$ cat src/rtl/data_mem_arb_pkg.sv
// Shared types for the data SRAM arbiter.
//   owner_e     : which requester a transfer or response belongs to
//   rsp_stage_t : contents of the one-deep response pipeline stage
//   WORD_OFF_W  : byte-offset bits dropped to form the SRAM word address
package data_mem_arb_pkg;

  typedef enum logic {
    OWN_CORE = 1'b0,
    OWN_FAB  = 1'b1
  } owner_e;

  typedef struct packed {
    logic   valid;
    owner_e owner;
    logic   is_read;
    logic   err;
  } rsp_stage_t;

  localparam int WORD_OFF_W = 2;

endpackage

$ cat src/rtl/rr_arbiter2.sv
// Two-input round-robin arbiter.
//   clk, resetn : clock, async active-low reset
//   en          : grant enable; no grant is issued while low
//   req[1:0]    : requests, bit 0 = core, bit 1 = fabric
//   gnt[1:0]    : one-hot (or zero) grant, combinational
// The pointer remembers the most recent winner; on a tie the other side wins.
// It resets to the fabric so the core takes the first conflict.
module rr_arbiter2
  import data_mem_arb_pkg::*;
(
  input  logic       clk,
  input  logic       resetn,
  input  logic       en,
  input  logic [1:0] req,
  output logic [1:0] gnt
);

  owner_e ptr_q;

  always_comb begin
    gnt = 2'b00;
    if (en) begin
      if (req[0] && req[1]) gnt = (ptr_q == OWN_FAB) ? 2'b01 : 2'b10;
      else                  gnt = req;
    end
  end

  always_ff @(posedge clk or negedge resetn) begin
    if (!resetn)     ptr_q <= OWN_FAB;
    else if (gnt[0]) ptr_q <= OWN_CORE;
    else if (gnt[1]) ptr_q <= OWN_FAB;
  end

endmodule

$ cat src/rtl/data_mem_arbiter.sv
// Shares the RW port of the data SRAM between the ibex data port (core_*)
// and a fabric master (fab_*), with gnt/rvalid/err handshakes.
//   clk, resetn      : clock, async active-low reset
//   core_* / fab_*   : requester ports (req/gnt/rvalid/err/we/be/addr/wdata/rdata)
//   fab_en_i         : fabric port enable, gates fab_req_i
//   sram_*           : SRAM port 0 drive; sram_dout_i valid the cycle after access
//   conflict_cnt_o   : saturating count of cycles with both requesters active
module data_mem_arbiter
  import data_mem_arb_pkg::*;
#(
  parameter int AW      = 12,
  parameter int SRAM_AW = 8,
  parameter int CNT_W   = 16
) (
  input  logic               clk,
  input  logic               resetn,
  input  logic               core_req_i,
  output logic               core_gnt_o,
  output logic               core_rvalid_o,
  output logic               core_err_o,
  input  logic               core_we_i,
  input  logic [3:0]         core_be_i,
  input  logic [AW-1:0]      core_addr_i,
  input  logic [31:0]        core_wdata_i,
  output logic [31:0]        core_rdata_o,
  input  logic               fab_en_i,
  input  logic               fab_req_i,
  output logic               fab_gnt_o,
  output logic               fab_rvalid_o,
  output logic               fab_err_o,
  input  logic               fab_we_i,
  input  logic [3:0]         fab_be_i,
  input  logic [AW-1:0]      fab_addr_i,
  input  logic [31:0]        fab_wdata_i,
  output logic [31:0]        fab_rdata_o,
  output logic               sram_csb_o,
  output logic               sram_web_o,
  output logic [3:0]         sram_wmask_o,
  output logic [SRAM_AW-1:0] sram_addr_o,
  output logic [31:0]        sram_din_o,
  input  logic [31:0]        sram_dout_i,
  output logic [CNT_W-1:0]   conflict_cnt_o
);

  logic              fab_req_eff;
  logic [1:0]        gnt;
  logic              accept;
  logic              sel_fab;
  logic              w_we;
  logic [3:0]        w_be;
  logic [AW-1:0]     w_addr;
  logic [31:0]       w_wdata;
  logic              in_range;
  logic              sram_acc;
  logic [SRAM_AW-1:0] addr_q;
  logic [31:0]       din_q;
  rsp_stage_t        rsp_q;
  logic [CNT_W-1:0]  cnt_q;
  logic              unused_addr_bits;

  assign fab_req_eff = fab_req_i & fab_en_i;

  // Grants are held off while reset is asserted so every output sits at its
  // reset value even if a requester keeps its request up.
  rr_arbiter2 u_arb (
    .clk    (clk),
    .resetn (resetn),
    .en     (resetn),
    .req    ({fab_req_eff, core_req_i}),
    .gnt    (gnt)
  );

  assign core_gnt_o = gnt[0];
  assign fab_gnt_o  = gnt[1];
  assign accept     = |gnt;
  assign sel_fab    = gnt[1];

  assign w_we    = sel_fab ? fab_we_i    : core_we_i;
  assign w_be    = sel_fab ? fab_be_i    : core_be_i;
  assign w_addr  = sel_fab ? fab_addr_i  : core_addr_i;
  assign w_wdata = sel_fab ? fab_wdata_i : core_wdata_i;

  assign in_range         = ~|w_addr[AW-1:SRAM_AW+WORD_OFF_W];
  assign sram_acc         = accept & in_range;
  assign unused_addr_bits = ^w_addr[WORD_OFF_W-1:0];

  assign sram_csb_o   = ~sram_acc;
  assign sram_web_o   = ~(sram_acc & w_we);
  assign sram_wmask_o = (sram_acc && w_we) ? w_be : 4'b0000;
  assign sram_addr_o  = sram_acc ? w_addr[SRAM_AW+WORD_OFF_W-1:WORD_OFF_W] : addr_q;
  assign sram_din_o   = sram_acc ? w_wdata : din_q;

  always_ff @(posedge clk or negedge resetn) begin
    if (!resetn) begin
      addr_q <= '0;
      din_q  <= '0;
    end else if (sram_acc) begin
      addr_q <= w_addr[SRAM_AW+WORD_OFF_W-1:WORD_OFF_W];
      din_q  <= w_wdata;
    end
  end

  always_ff @(posedge clk or negedge resetn) begin
    if (!resetn) begin
      rsp_q <= '0;
    end else begin
      rsp_q.valid   <= accept;
      rsp_q.owner   <= sel_fab ? OWN_FAB : OWN_CORE;
      rsp_q.is_read <= ~w_we;
      rsp_q.err     <= ~in_range;
    end
  end

  assign core_rvalid_o = rsp_q.valid && (rsp_q.owner == OWN_CORE);
  assign fab_rvalid_o  = rsp_q.valid && (rsp_q.owner == OWN_FAB);
  assign core_err_o    = core_rvalid_o & rsp_q.err;
  assign fab_err_o     = fab_rvalid_o & rsp_q.err;
  assign core_rdata_o  = (core_rvalid_o && rsp_q.is_read && !rsp_q.err) ? sram_dout_i : 32'h0;
  assign fab_rdata_o   = (fab_rvalid_o && rsp_q.is_read && !rsp_q.err) ? sram_dout_i : 32'h0;

  always_ff @(posedge clk or negedge resetn) begin
    if (!resetn)                                   cnt_q <= '0;
    else if (core_req_i && fab_req_eff && cnt_q != '1) cnt_q <= cnt_q + CNT_W'(1);
  end

  assign conflict_cnt_o = cnt_q;

endmodule

$ cat config.mk
export PLATFORM = sky130hd
export DESIGN_NAME = data_mem_arbiter
export DESIGN_NICKNAME = d
export VERILOG_FILES = /design/src/rtl/data_mem_arb_pkg.sv /design/src/rtl/rr_arbiter2.sv /design/src/rtl/data_mem_arbiter.sv
export SDC_FILE = /design/constraint.sdc
export NUM_CORES = 1
export LEC_CHECK = 0
export BUFFER_PORTS_ARGS = -buffer_cell sky130_fd_sc_hd__buf_2
export CORE_AREA = 2 2 103 105
export DETAILED_ROUTE_END_ITERATION = 8
export DIE_AREA = 0 0 105 107
export PLACE_DENSITY_LB_ADDON = 0.05
export SLEW_MARGIN = 15
export SYNTH_ARGS = -nofsm -noshare
export SYNTH_HDL_FRONTEND = slang
export SYNTH_SLANG_ARGS = --single-unit
$ cat constraint.sdc
create_clock -name clk -period 2.6 [get_ports clk]
set_input_delay 0.52 -clock clk [delete_from_list [all_inputs] [get_ports clk]]
set_output_delay 0.52 -clock clk [all_outputs]
set_load 0.01 [all_outputs]
==> summary.md, run 1 <==
In the final layout, flip-flops and latches occupy 1530 sq um. Detailed placement ended at an HPWL of 8.43 mm. The mean post-synth cell area is 11.9 sq um. Dividing total power by cell area gives a power density of 578 nW/um^2. The worst setup path is of the flip-flop to output port kind. The number of fill cells in the layout was 939.

In this run the worst path has a maximum fanout of 7. The number of antenna-violating nets in the routed design was 0; the total CTS buffers was 9. The run gives 0.198 as the all-layer global routing usage. For the count of distinct cell types in the synthesized netlist, the log shows 47.

Entering global routing, the biggest net connects 60 pins. In this run the worst hold path is classified as input port to async pin. The worst register-to-register path ends at conflict_cnt_o[1]. The tools report the launching point of the worst reg2reg path as conflict_cnt_o[0].

In the routed design, unresolved DRC markers number 0. Buffers placed on the I/O ports in this run total 262. The tools report the final net count as 728. Summing every instance area after synthesis gives 3620 sq um. In this run the clock root is driven by a clkbuf_8. The longest clock path from root to sink contains 2 buffers. The routed layout has 3,426 vias. For this design, the sink count on the clock tree is 61. The logic depth of the worst register-to-register path came out at 5. The first global-routing pass estimated 17.2 mm of wire. Buffers inserted to repair hold after CTS numbered 0.

The slack of the critical path was -0.00254 ns. The run gives 3.21 nW as the cell leakage power. The run gives 0.359 as the initial cell density of the core. The antenna cell count is 0. Dividing the detail-routed via count by the number of cells gives 4.67. Setup repair after global routing could not meet its margin everywhere. The logs give 0.0929 ns for the post-placement setup slack and 267 for the number of top-level pins.

The die is 105 microns wide. The final setup violation count was 1; the layout cell share with drive strength beyond 1 was 0.682. The transition at the pin with the smallest max-transition slack was 0.753 ns. The checks that failed: negative setup slack.

From synthesis to final layout, the design area changed by 62.8%. The share of the cycle needed by the critical path after routing is 1.00. The endpoint arrival time on the critical path is 2.08 ns.

Routability-driven placement finished with a final weighted congestion of 0.853. When the netlist entered floorplanning its net count stood at 441. IR analysis of the VDD net gives a maximum drop of 0.457 mV. The tools report the count of final hold-check violations as 0. Number of detailed-routing iterations run before antenna repair: 4. Between clock sinks in the finished design, the worst skew comes to 0.00800 ns. The number of placement rows came out at 37.

The number of max-cap violations is 0. The async set-reset flop share out of synthesis was 1.00. The tools report the start point of the critical path as u_arb.ptr_q. Flip-flop cell with the highest count after synthesis: dfrtp_1. The worst-case headroom to the max-slew limit is 0.498. The worst setup path is captured at an output port.

Yosys printed 0 warnings. Die height: 107 microns. The core region is 10,100 sq um. The level count of the clock H-tree is 3, and the number of enable-type register cells in the synthesized netlist is 0.

For this block, the routed nets add up to 11.5 mm of wire. The number of standard cells after synthesis was 305. The count of state elements after synthesis works out to 61.

Count of routing violations after the opening detailed-route iteration: 180. The flow ran to the end, but the final reports show violations. The kind of start point of the critical path is a flip-flop. The number of global-route vias before repair is 3,400, and the setup slack of the most critical reg-to-reg path is 0.73 ns. The leftover overflow at the end of global routing is 0. Portion of the post-synthesis area used by sequential elements: 0.422. The final routed wire length divided by cell count works out to 15.7 microns. The latest clock arrival within the worst-skew pair is 0.33 ns, and the clock transition at the registers of the reported paths is 0.07 ns. Number of antenna violations at the first check in global routing: 0. In the final layout, the multi-input gates occupy 2140 sq um. The final critical-path required period is 2.60 ns. The die covers 11,200 sq um.

TritonCTS built the clock tree. Timing would allow up to 384 MHz. The minimum hold slack was 0.177 ns; the required time of the worst setup path was 2.08 ns. The final-report max-slew violation count is 0.
-- layout make-up --
class	count	share of cell area
Inverter	2	0.00127
Clock buffer	12	0.0263
Tap cell	136	0.0289
Multi-Input combinational cell	227	0.364
Clock inverter	4	0.00382
Sequential cell	61	0.259
Timing Repair Buffer	291	0.316
-- logic make-up (layout without fill, tap and decap cells) --
logic type / count (synthesis) / in the layout / share of synthesized area
mux: 87 / 87 / 0.283
simple gates: 114 / 114 / 0.205
compound gates: 13 / 13 / 0.0315
flops: 61 / 61 / 0.422
buf+inv: 17 / 309 / 0.0266
fa+ha+maj: 1 / 1 / 0.00346
xor+xnor: 12 / 12 / 0.0290
-- what timing repair did --
item                                    CTS  global route
endpoints found under the setup margin   45            49
gates cloned                              4             2
pin swaps                                 2             3
setup buffers                            10             6
resized for setup                        32            50
-- worst max path at each step --
| stage | end | slack [ns] |
|---|---|---|
| global placement | sram_addr_o[2] | 0.12 |
| finish | sram_din_o[13] | -0.003 |
| detailed placement | sram_din_o[2] | 0.09 |
| CTS | sram_din_o[11] | -0.05 |
| global route | sram_din_o[30] | -0.09 |
| floorplan | sram_din_o[18] | 0.42 |
-- cell usage in the layout (no fill, tap or decap), types with 2 or more instances in the layout --
| master | count |
|---|---|
| a21oi_1 | 2 |
| a31oi_1 | 2 |
| and2_1 | 66 |
| and3_1 | 2 |
| buf_12 | 6 |
| buf_2 | 233 |
| buf_4 | 14 |
| buf_6 | 35 |
| clkbuf_16 | 2 |
| clkbuf_8 | 11 |
| clkinv_2 | 3 |
| dfrtp_1 | 60 |
| mux2_2 | 39 |
| mux2_4 | 42 |
| mux2i_1 | 3 |
| nand2_1 | 5 |
| nand3_1 | 6 |
| nand4_1 | 2 |
| nand4_2 | 2 |
| nor2_1 | 4 |
| nor2b_1 | 2 |
| nor3_1 | 7 |
| nor3_2 | 3 |
| nor4_2 | 2 |
| o31ai_1 | 2 |
| xnor2_1 | 5 |
| xor2_1 | 7 |
-- critical path, stage by stage (launching register included) --
cell and delay, ns:
dfstp_2 0.39, nand2_2 0.07, nand4_4 0.11, buf_12 0.16, o31ai_4 0.21, buf_6 0.19, clkbuf_16 0.17, mux2_4 0.31
buf_6 0.13
-- per-stage QoR --
stage                util  cell area, sq um  setup TNS (ns)  cells  total power, mW
finish              0.584              5890        -0.00254    733             3.40
global route        0.584              5890           -2.45    733             3.62
CTS                 0.560              5650           -1.04    728             3.22
detailed placement  0.509              5140               0    698             2.29
global placement    0.509              5140               0    698             2.27
floorplan               -              3620               0    305             1.82
-- metal layers --
metal / vias up / track usage / routed length (microns)
met1: 1625 / 0.211 / 4380
met3: 16 / 0.0578 / 741
met4: 0 / 0.0648 / 242
li1: 1647 / - / -
met2: 138 / 0.373 / 6150
met5: - / 0 / 0
-- where the power goes --
| part | leakage [nW] | internal [mW] | total (mW) | switching, mW |
|---|---|---|---|---|
| Combinational | 2.37 | 0.798 | 1.35 | 0.547 |
| Sequential | 0.748 | 1.19 | 1.30 | 0.115 |
| Clock | 0.0921 | 0.393 | 0.757 | 0.364 |
-- flip-flops by register name, summed over array words and instances (netlist names) --
signal	count
din_q	32
conflict_cnt_o	16
addr_q	8
rsp_q	4
u_arb.ptr_q	1
-- Yosys cell counts (2+ instances only) --
library cell / number / area (sq um)
nand2_1: 6 / 22.5
nand4_2: 2 / 25.0
dfrtp_1: 60 / 1500
nor2_1: 4 / 15.0
xor2_1: 7 / 61.3
nor2b_1: 2 / 12.5
nor3_1: 9 / 45.0
buf_6: 3 / 33.8
a31oi_1: 2 / 12.5
mux2_4: 13 / 195
and2_1: 66 / 413
xnor2_1: 5 / 43.8
buf_2: 5 / 25.0
nand4_1: 2 / 12.5
clkbuf_1: 6 / 22.5
mux2i_1: 5 / 50.1
o31ai_1: 2 / 15.0
mux2_2: 68 / 766
and3_1: 2 / 12.5
a21oi_1: 2 / 10.0
nand3_1: 6 / 30.0
nor4_2: 2 / 25.0
and3b_1: 2 / 17.5
(Power assumes the default switching activity.)
==> run 2, diff against run 1 <==
CORE_AREA = 2 2 104 106   (was 2 2 103 105)
DIE_AREA = 0 0 106 108   (was 0 0 105 107)
SYNTH_HIERARCHICAL = 1   (was unset)
==> run 2 against run 1 <==
The run still ends with negative setup slack left. Sequential cell count stayed put. Setup slack worse by 0.0081 ns. Critical endpoint is now sram_addr_o[1]. Sequential share of layout area increased by 1.5 points. Critical path depth rose by 3. Synthesized area shrank 6.9%. Wire length decreased by 4.6%. Die area is 1.9% higher. Non-clock buffer count grew 3. Synthesized cell count rose by 14%. Combinational power is 19% lower. Maximum frequency is 0.31% lower.
==> summary.md, run 2 <==
Ranked by instance count, the synthesized netlist is headed by and2_1 (68), dfrtp_1 (60), mux2i_1 (45). Non-filler instance count after layout: 771. Share of the cycle needed by the critical path after routing: 1.00. STA classifies the critical path endpoint as an output port. The number of standard cells after synthesis was 347. TritonCTS built the clock tree. During I/O placement, the number of pins put on the boundary was 267.

For this block, wires on met1 add up to 4.24 mm. The async set-reset flop share out of synthesis works out to 1.00. The library cell used most frequently in the layout, excluding fill and tap cells, is buf_2.

The tools report the number of warnings printed during yosys synthesis as 6. Wire segments on met3 add up to 797 microns in the final route. The portion of the post-synthesis area used by sequential elements came out at 0.454. The number of enable-type register cells in the synthesized netlist was 0. The die outline area is 11,400 sq um, and the latest clock arrival within the worst-skew pair is 0.33 ns.

The checks that failed: negative setup slack. The count of buffers added on input and output ports is 262. In the post-synthesis netlist, the cell with the most instances is and2_1.

The count of nets left with antenna violations once routing finished came out at 0. Power spread over the standard cell area amounts to 573 nW/um^2. More flip-flops sit in one register than any other, and that register is din_q. The delay of the slowest critical-path stage is 0.19 ns, and the number of max-cap violations is 0. The total overflow left after global routing is 0.

The logs give 753 for the number of instances in the placed design and 483 for the net count after synthesis. The synthesized netlist occupies a cell area of 3370 sq um. For the number of antenna violations at the first check in global routing, the log shows 0. Slack of the critical path: -0.0107 ns. The path category of the worst min-delay check was input port to flip-flop. The final route contains 3,542 vias. Averaged over all synthesized cells, the footprint is 9.71 sq um. The area share of the leading cell type in the synthesized netlist is 0.446. For the pin with the worst max-slew slack, the measured transition is 0.782 ns.

In this run, distinct cell masters in the synthesized netlist total 38. The slowest stage of the critical path belongs to the cell a21oi_4. Final setup violation count: 4.

After floorplanning, the core was sized to cover 10,200 sq um. The final routed wire length divided by cell count was 14.2 microns; the final critical-path required period was 2.61 ns. Setup repair after global routing could not meet its margin everywhere. Once placement finished, the instance area stood at 5020 sq um. The total CTS buffers was 9. The tools report the met2 routed wirelength as 5.85 mm.

The all-layer global routing usage came out at 0.180. The first global-routing pass estimated 16.3 mm of wire. The flip-flop cell with the highest count after synthesis is dfrtp_1. The flow ran to the end, but the final reports show violations. After clock tree synthesis, the clock-pin slew on the worst setup and hold paths is 0.06 ns. The routed wire length was 11.0 mm. Data on the critical path is required at its endpoint by 2.08 ns.

The post-layout instance area is 5580 sq um, and the post-route setup TNS is -0.0308 ns. Number of detailed-routing iterations run before antenna repair: 4. The final-report max-slew violation count was 0.

The die is 108 microns tall. Routed signal wires occupy layers up through met4. Biggest area consumer among synthesized cells: dfrtp_1. The kind of critical path is input port to output port. The signal on the critical path passes through buf_2 > and2_4 > nand2_2 > a21oi_4 > nor3b_2 > buf_4 > a21oi_4 > buf_12 > buf_16 > o21ai_1 > buf_2.

0 antenna diodes ended up in the layout. X dimension of the die: 106 microns. The kind of start point of the critical path was an input port. The buffer cell driving the clock tree root is clkbuf_8.

The global placement routability congestion is 0.728, and the layout cell share with drive strength beyond 1 is 0.561. For the clock sink count, the log shows 61. Entering global routing, the biggest net connects 63 pins.

The tools report the minimum hold slack as 0.409 ns. Hold repair after CTS inserted 0 buffers. The number of global-route vias before repair came out at 3,457. The worst-case IR drop observed on VDD is 0.328 mV.

Static timing analysis puts the maximum clock frequency at 383 MHz. After the last flow step, the layout net total stands at 768. The initial cell density of the core was 0.329; the worst-case headroom to the max-slew limit was 0.479.

For the count of final hold-check violations, the log shows 0. Detailed placement finished with a half-perimeter wire length of 8.15 mm. Maximum fanout along the worst path: 29. The number of placement rows is 37. Counting along the longest clock path gives a buffer depth of 2. Summed over all cells, the static leakage comes to 3.03 nW.

The number of vias per cell after detailed routing works out to 4.59. Count of routing violations after the opening detailed-route iteration: 68. Counting flops and latches in the post-synthesis netlist gives 61. The top cell types in the final layout, fill and taps aside, are buf_2 (252), and2_1 (67), dfrtp_1 (60). Data on the critical path arrives at its endpoint at 2.09 ns. Sorting the synthesized cells by area gives the leading types as dfrtp_1 (45%), mux2i_1 (13%), and2_1 (13%). Clock skew on the completed layout was measured at 0.00892 ns. The H-tree was split into 3 levels. Compared with the post-synthesis result, the final layout area differs by 65.6%. The register with the most flip-flops in the layout has 32 of them.

In the routed design, unresolved DRC markers number 0.
-- run 2: cell count changes after synthesis, moves of 8 or more --
cell,delta
mux2i_1,+40
clkbuf_1,+9
mux2_2,-66
mux2_4,-12
nor3_1,-8
nand2_1,+38
o21ai_0,+40
-- run 2: what timing repair did --
item | in CTS | in global routing
resized for setup | 48 | 52
buffers inserted | 1 | 0
endpoints found under the setup margin | 43 | 46
pin swaps | 2 | 6
cloned | 1 | 2
-- run 2: kinds of logic after synthesis --
family,Yosys count,share of synthesized area
AO/OA/AOI/OAI,51,0.0862
XOR/XNOR,11,0.0286
adder cells (fa/ha/maj),1,0.00371
buffers and inverters,22,0.0264
flip-flops,61,0.454
multiplexers,48,0.145
AND/OR/NAND/NOR,153,0.257
-- run 2: worst paths after layout --
kind	from	to	slack, ns	depth (start not counted)
setup / recovery	fab_en_i	sram_addr_o[1]	-0.01	11
hold / removal	core_we_i	rsp_q[1]	0.41	2
setup reg to reg	u_arb/ptr_q	addr_q[1]	0.83	8
hold reg to reg	din_q[27]	din_q[27]	0.48	2
max in group asynchronous	resetn	addr_q[7]	1.57	3
min in group asynchronous	resetn	conflict_cnt_o[13]	0.52	3
-- run 2: layout make-up --
cell class,count,area (sq um)
fill,956,4650
clock inverter,4,50.0
inverter,2,7.51
sequential,61,1530
tap,136,170
timing repair buffer,294,1730
multi-input combinational,264,1960
clock buffer,10,138
-- run 2: layer usage --
layer / global-route usage / vias to the layer above
li1: - / 1746
met1: 0.191 / 1619
met2: 0.350 / 170
met3: 0.0506 / 7
met4: 0.0461 / 0
met5: 0 / -
-- run 2: critical path: cells and delay by family --
family          cells  cell delay (ns)
compound gates      3             0.41
buf+inv             5             0.73
simple gates        3             0.41
-- run 2: stage by stage --
step	setup WS [ns]	total power, mW	util
2_1_floorplan	0.106	1.69	-
3_5_place_dp	-0.108	2.23	0.491
5_1_grt	-0.0921	3.40	0.545
6_report	-0.0107	3.19	0.545
4_1_cts	-0.0229	3.10	0.517
3_3_place_gp	-0.0783	2.21	0.491
-- run 2: power by group --
group	total [mW]	internal (mW)	switching [mW]
registers	1.28	1.16	0.116
clock network	0.814	0.456	0.358
logic	1.10	0.544	0.560
